## src/rtl/fetch_seq_ctrl.sv

```systemverilog
// Fetch sequencer for a 2-entry halfword-aligned prefetch buffer: one-outstanding word requests,
// occupancy tracking and stale-response drop on redirect. Optional macro: FETCH_SEQ_HWORD_EN.
module fetch_seq_ctrl #(
  parameter int XLEN = 32
) (
  input  logic            clk,
  input  logic            rst_n,
  input  logic            redirect_i,
  input  logic [XLEN-1:0] redirect_pc_i,
  input  logic            consume_i,
  input  logic            consume_comp_i,
  output logic            req_o,
  output logic [XLEN-1:0] req_addr_o,
  input  logic            ack_i,
  output logic            fill_o,
  output logic [1:0]      occ_o,
  output logic [XLEN-1:0] ip_o,
  output logic            instr_avail_o,
  output logic            stall_o
);

  typedef enum logic [1:0] {
    IDLE = 2'd0,
    RUN  = 2'd1,
    DROP = 2'd2
  } state_e;

  state_e          state_q, state_d;
  logic [1:0]      occ_q, occ_d;
  logic [XLEN-1:0] ip_q, ip_d;
  logic [XLEN-1:0] fptr_q, fptr_d;
  logic            req_q, req_d;

  logic            comp;
  logic            pc_hw;
  logic            consume_ok;
  logic            free;
  logic            pending;
  logic [XLEN-1:0] ip_step;
  logic            unused_bits;

`ifdef FETCH_SEQ_HWORD_EN
  assign comp  = consume_comp_i;
  assign pc_hw = redirect_pc_i[1];
`else
  assign comp  = 1'b0;
  assign pc_hw = 1'b0;
`endif

  assign unused_bits = ^{consume_comp_i, redirect_pc_i[1:0]};

  // A request is in flight either as a live RUN request or as the response DROP is waiting for.
  assign pending = req_q || (state_q == DROP);
  assign ip_step = comp ? XLEN'(2) : XLEN'(4);

  always_comb begin
    instr_avail_o = 1'b0;
    if (state_q != IDLE) begin
      if (!ip_q[1]) begin
        instr_avail_o = (occ_q != 2'd0);
      end else begin
        // Upper-half start: a compressed instruction fits in the current word alone.
        instr_avail_o = (occ_q == 2'd2) || ((occ_q != 2'd0) && consume_i && comp);
      end
    end
  end

  assign consume_ok = consume_i && instr_avail_o && !redirect_i;
  assign free       = consume_ok && (!comp || ip_q[1]);
  assign fill_o     = ack_i && (state_q == RUN) && !redirect_i;
  assign stall_o    = (state_q != IDLE) && !instr_avail_o && !redirect_i;

  always_comb begin
    state_d = state_q;
    occ_d   = occ_q;
    ip_d    = ip_q;
    fptr_d  = fptr_q;
    req_d   = req_q;
    if (redirect_i) begin
      occ_d  = 2'd0;
      ip_d   = {redirect_pc_i[XLEN-1:2], pc_hw, 1'b0};
      fptr_d = {redirect_pc_i[XLEN-1:2], 2'b00};
      if (pending && !ack_i) begin
        state_d = DROP;
        req_d   = 1'b0;
      end else begin
        state_d = RUN;
        req_d   = 1'b1;
      end
    end else begin
      case (state_q)
        RUN: begin
          occ_d = occ_q + {1'b0, fill_o} - {1'b0, free};
          if (consume_ok) begin
            ip_d = ip_q + ip_step;
          end
          if (fill_o) begin
            fptr_d = fptr_q + XLEN'(4);
          end
          if (!req_q || ack_i) begin
            req_d = (occ_d != 2'd2);
          end
        end
        DROP: begin
          if (ack_i) begin
            state_d = RUN;
            req_d   = (occ_q != 2'd2);
          end
        end
        default: begin
          state_d = state_q;
        end
      endcase
    end
  end

  always_ff @(posedge clk or negedge rst_n) begin
    if (!rst_n) begin
      state_q <= IDLE;
      occ_q   <= 2'd0;
      ip_q    <= '0;
      fptr_q  <= '0;
      req_q   <= 1'b0;
    end else begin
      state_q <= state_d;
      occ_q   <= occ_d;
      ip_q    <= ip_d;
      fptr_q  <= fptr_d;
      req_q   <= req_d;
    end
  end

  assign req_o      = req_q;
  assign req_addr_o = fptr_q;
  assign occ_o      = occ_q;
  assign ip_o       = ip_q;

  a_consume_legal: assert property (@(posedge clk) disable iff (!rst_n)
    !(consume_i && !instr_avail_o));

endmodule

```

## config.mk

```make
export PLATFORM = sky130hd
export DESIGN_NAME = fetch_seq_ctrl
export DESIGN_NICKNAME = d
export VERILOG_FILES = /design/src/rtl/fetch_seq_ctrl.sv
export SDC_FILE = /design/constraint.sdc
export NUM_CORES = 1
export LEC_CHECK = 0
export CAP_MARGIN = 20
export CORE_MARGIN = 2
export CORE_UTILIZATION = 52
export CTS_CLUSTER_DIAMETER = 50
export DETAILED_ROUTE_END_ITERATION = 10
export PLACE_DENSITY = 0.86
export SLEW_MARGIN = 20
export SYNTH_ARGS = -nofsm -noshare
export SYNTH_HDL_FRONTEND = slang
export SYNTH_SLANG_ARGS = --single-unit
```

## constraint.sdc

```tcl
create_clock -name clk -period 3.5 [get_ports clk]
set_input_delay 0.7 -clock clk [delete_from_list [all_inputs] [get_ports clk]]
set_output_delay 0.7 -clock clk [all_outputs]
set_load 0.01 [all_outputs]
```

Word-level counts from Yosys, hierarchy flattened
Index checks and enable logic that the tools add are counted.

Register bits after elaboration: 69. Bits of input ports: 38. Output and inout bits: 70. Word-level logic and storage cells: 60.

Add/subtract/negate cells: 4. Eq/ne operators: 7. Multiplexer cells: 19. Reduce and logical (&&, ||, !) cells: 25.

Operators by type and width (count): $mux W32 (6); $add A32 B3 Y32 const B (2); $reduce_bool A2 Y1 (7); $mux W2 (6); $logic_and A1 B1 Y1 (7); $mux W1 (6); $reduce_and A2 Y1 (3); $eq A2 B2 Y1 const B (2); $logic_not A1 Y1 (4); $ne A2 B2 Y1 const B (2); $ne A3 B2 Y1 const B (1); $ne A3 B3 Y1 const B (1); $reduce_and A3 Y1 (1); $reduce_bool A3 Y1 (1); $add A2 B1 Y2 (1); $eq A2 B1 Y1 const B (1); $logic_or A1 B1 Y1 (2); $pmux W1 S2 (1); $sub A2 B1 Y2 (1).

Longest topological paths before layout
Word-level depth: 10. Depth in mapped cells: 10.

Worst setup path after synthesis
OpenSTA, ideal clock, no wires.

Kind: input port to flip-flop. From: input port redirect_i. To: register req_q, in the netlist req_o. Library setup time: 0.082 ns. Arrival time: 2.360 ns. Required time: 3.418 ns. Setup slack: 1.058 ns. Stages: 10. Cells stage by stage: clkbuf_1 -> clkbuf_1 -> nor3_1 -> ha_1 -> inv_1 -> ha_1 -> xor2_1 -> xnor2_1 -> o21ai_0 -> a31oi_1.

Word-level cells in the longest chain between the ends: 8. Elaborated cells between the ends (all ways): 13.

RTL lines: start, declared (line 8) `input logic redirect_i,`; $logic_not A1 Y1 (line 68, 70); $logic_and A1 B1 Y1 (line 70) `assign fill_o = ack_i && (state_q == RUN) && !redirect_i;`; $add A2 B1 Y2 (line 93) `occ_d = occ_q + {1'b0, fill_o} - {1'b0, free};`; $sub A2 B1 Y2 (line 93); $ne A2 B2 Y1 (line 101) `req_d = (occ_d != 2'd2);`; $mux W1 (line 100) `if (!req_q || ack_i) begin`; $pmux W1 S2 (line 91) `case (state_q)`; $mux W1 (line 79) `if (redirect_i) begin`; end signal, assigned (line 129) `req_q <= req_d;`; end, declared (line 32) `logic req_q, req_d;`.

Several ways; a longest one is shown, not always the timed one. The select of a mux whose other input is x is not followed. A chain may end at the register's enable or synchronous reset.

Final worst setup path
From: input port redirect_i. To: output port fill_o.

Word-level cells in the longest chain between the ends: 2.

RTL lines: $logic_not A1 Y1 (line 70); $logic_and A1 B1 Y1 (line 70); end, declared (line 15) `output logic fill_o,`.

Every way passes these cells.

==> metrics <==
number of setup violations in the final report 0; Max-cap violations 0; IO buf count 100; share of synthesized registers carrying an async set or reset 100.0%; Mapped Cells 425; area grow syn2layout 32.22%; cts bufs inserted 9; postcts setup bufs 0; final worst path period need 3.030 ns; diode count 0; Routed Antenna Nets 0; CTS tree done; area of the core 7253 um^2; Worst EP arrival 2.33 ns; average vias per placed instance 6.180; Netlist cell types 51; Final Max Slew Viols 0; TNS Setup 0 ns; syn avg cell area 9.191 um^2; CTS Sinks 65; post-DP HPWL 8.617 mm; 1st-iter DRT viols 424; Worst Skew 0.01070 ns; Register Area 1627 um^2; maximum fanout along the worst path 5; Final Net Count 567; Yosys Warn Count 0; Final Total Pwr 2306 uW; Hold Vio Cnt, Final 0; clk_lat worst skew 0.36 ns; fin crit share 86.57%; Cell Count, Final, Fillers Out 629; Max Freq 0.3300 GHz; pin count of the biggest net entering global routing 50; initial antenna violation count 0; vias in the first global route 3662; TritonRoute pass-1 iters 5; slew margin rel. 47.47%; Max VDD drop 0.2278 mV; CTS max path bufs 2; CTS Hold Bufs 0; DRC viols 0; number of flops mapped to enable cells by yosys 0; Placed Instances 613; num rows 31; die area 8221 um^2; register area share after synthesis 41.64%; Worst-path clk slew 0.08 ns; commonest non-fill, non-tap cell in the layout clkdlybuf4s50_1; total congestion overflow 0; Synth area leaders dfrtp_1 42%, xor2_1 5.4%, mux2_2 5.2%; Most used DFF post-synth dfrtp_1; Top Ports 108; root buffer selected by CTS clkbuf_8; post-cts resize count 0; Hold WC Path Type in -> async; RSZ-0062 raised after global routing false; Die W 90.67 um; DR vias 3887; register bit total from synthesis 65; layout cell share with drive strength beyond 1 9.434%; H-tree Lvls 3; area leader, netlist dfrtp_1; hold slack 0.4138 ns; most frequent cells in the layout 99 x clkdlybuf4s50_1, 65 x dfrtp_1, 54 x nand2_1; Worst Tran Pin Value 0.7814 ns; GP Congestion 0.9130; Post-Syn Area 3906 um^2; Pleak 0.002011 uW; FILL cells 575; CP Launch Type input pin; CP Capture Type output port; gr usage total 28.68%; multi-input logic area 2121 um^2; Synth top area share 41.64%; CP Class in -> out; worst endpoint required time 2.80 ns; first-pass GRT wire length 18.58 mm; Initial Util 53.86%; Final Routed Wirelength 11.63 mm; pwr/cell area 446.4 nW/um^2; status complete, no violations; Die Span Y 90.67 um; drt wl/cell 18.49 um
[where the power goes]
group          total (uW)  internal (uW)  switching (uW)
clock                 667            349             318
combinational         637            331             306
sequential           1000            842             160
total                2310           1520             784
[flip-flops by register name (all words and copies together) (netlist names)]
register / count
ip_o: 30
occ_o: 2
req_addr_o: 30
req_o: 1
state_q: 2
[cells in the mapped netlist (all sizes together) (3+ instances only)]
library cell,n
a21oi,9
a31oi,4
and3,11
and4,3
buf,9
clkbuf,11
dfrtp,65
ha,4
inv,13
mux2,18
mux2i,3
nand2,55
nand3,34
nand4,21
nor2,23
nor2b,4
nor3,14
nor4,7
o211ai,9
o21ai,23
o221ai,5
o311ai,5
o31ai,3
or3,5
or4,3
xnor2,20
xor2,24
[metal layers]
layer	track usage, %	share of wire (%)
met1	37.79	40
met2	45.09	48
met3	5.342	8.6
met4	15.00	4.0
met5	0	0
[worst paths after layout]
check	startpoint	endpoint	slack, ns	cells past startpoint
min in group clk	ip_o[31]	ip_o[31]	0.59	2
worst max register to register	ip_o[4]	ip_o[25]	1.16	5
max in group asynchronous	rst_n	req_addr_o[16]	2.35	2
worst max-delay path	redirect_i	fill_o	0.47	5
worst min register to register	ip_o[31]	ip_o[31]	0.59	2
worst min-delay path	rst_n	ip_o[28]	0.41	1
[cells by family after synthesis]
kind of cell             count (synthesis)  synth area share, %
XOR/XNOR                                44                9.865
AND/OR/NAND/NOR                        191                25.78
buffers and inverters                   33                4.356
flip-flops                              65                41.64
multiplexers                            21                5.958
adder cells (fa/ha/maj)                  4                1.281
AO/OA/AOI/OAI                           66                11.02
other                                    1              0.09600
[final cells by class]
type	instances	share of cell area [%]
Multi-Input combinational cell	330	41.06
Sequential cell	65	31.49
Timing Repair Buffer	106	20.16
Clock buffer	10	2.665
Tap cell	99	2.398
Clock inverter	6	1.284
Inverter	13	0.9448
[worst max-delay path: stages]
cell	delay [ns]
clkdlybuf4s50_1	0.48
nor2_1	0.21
nand3_1	0.23
inv_1	0.15
clkdlybuf4s50_1	0.55
[metrics by stage]
stage	area (um^2)	util, %	setup WS [ns]
global placement	4961	68.40	0.5150
detailed placement	4961	68.40	0.4865
floorplan	3918	-	1.058
finish	5165	71.21	0.4700
CTS	5165	71.21	0.4845
global route	5165	71.21	0.3830
Power figures use the tool's default switching activity.
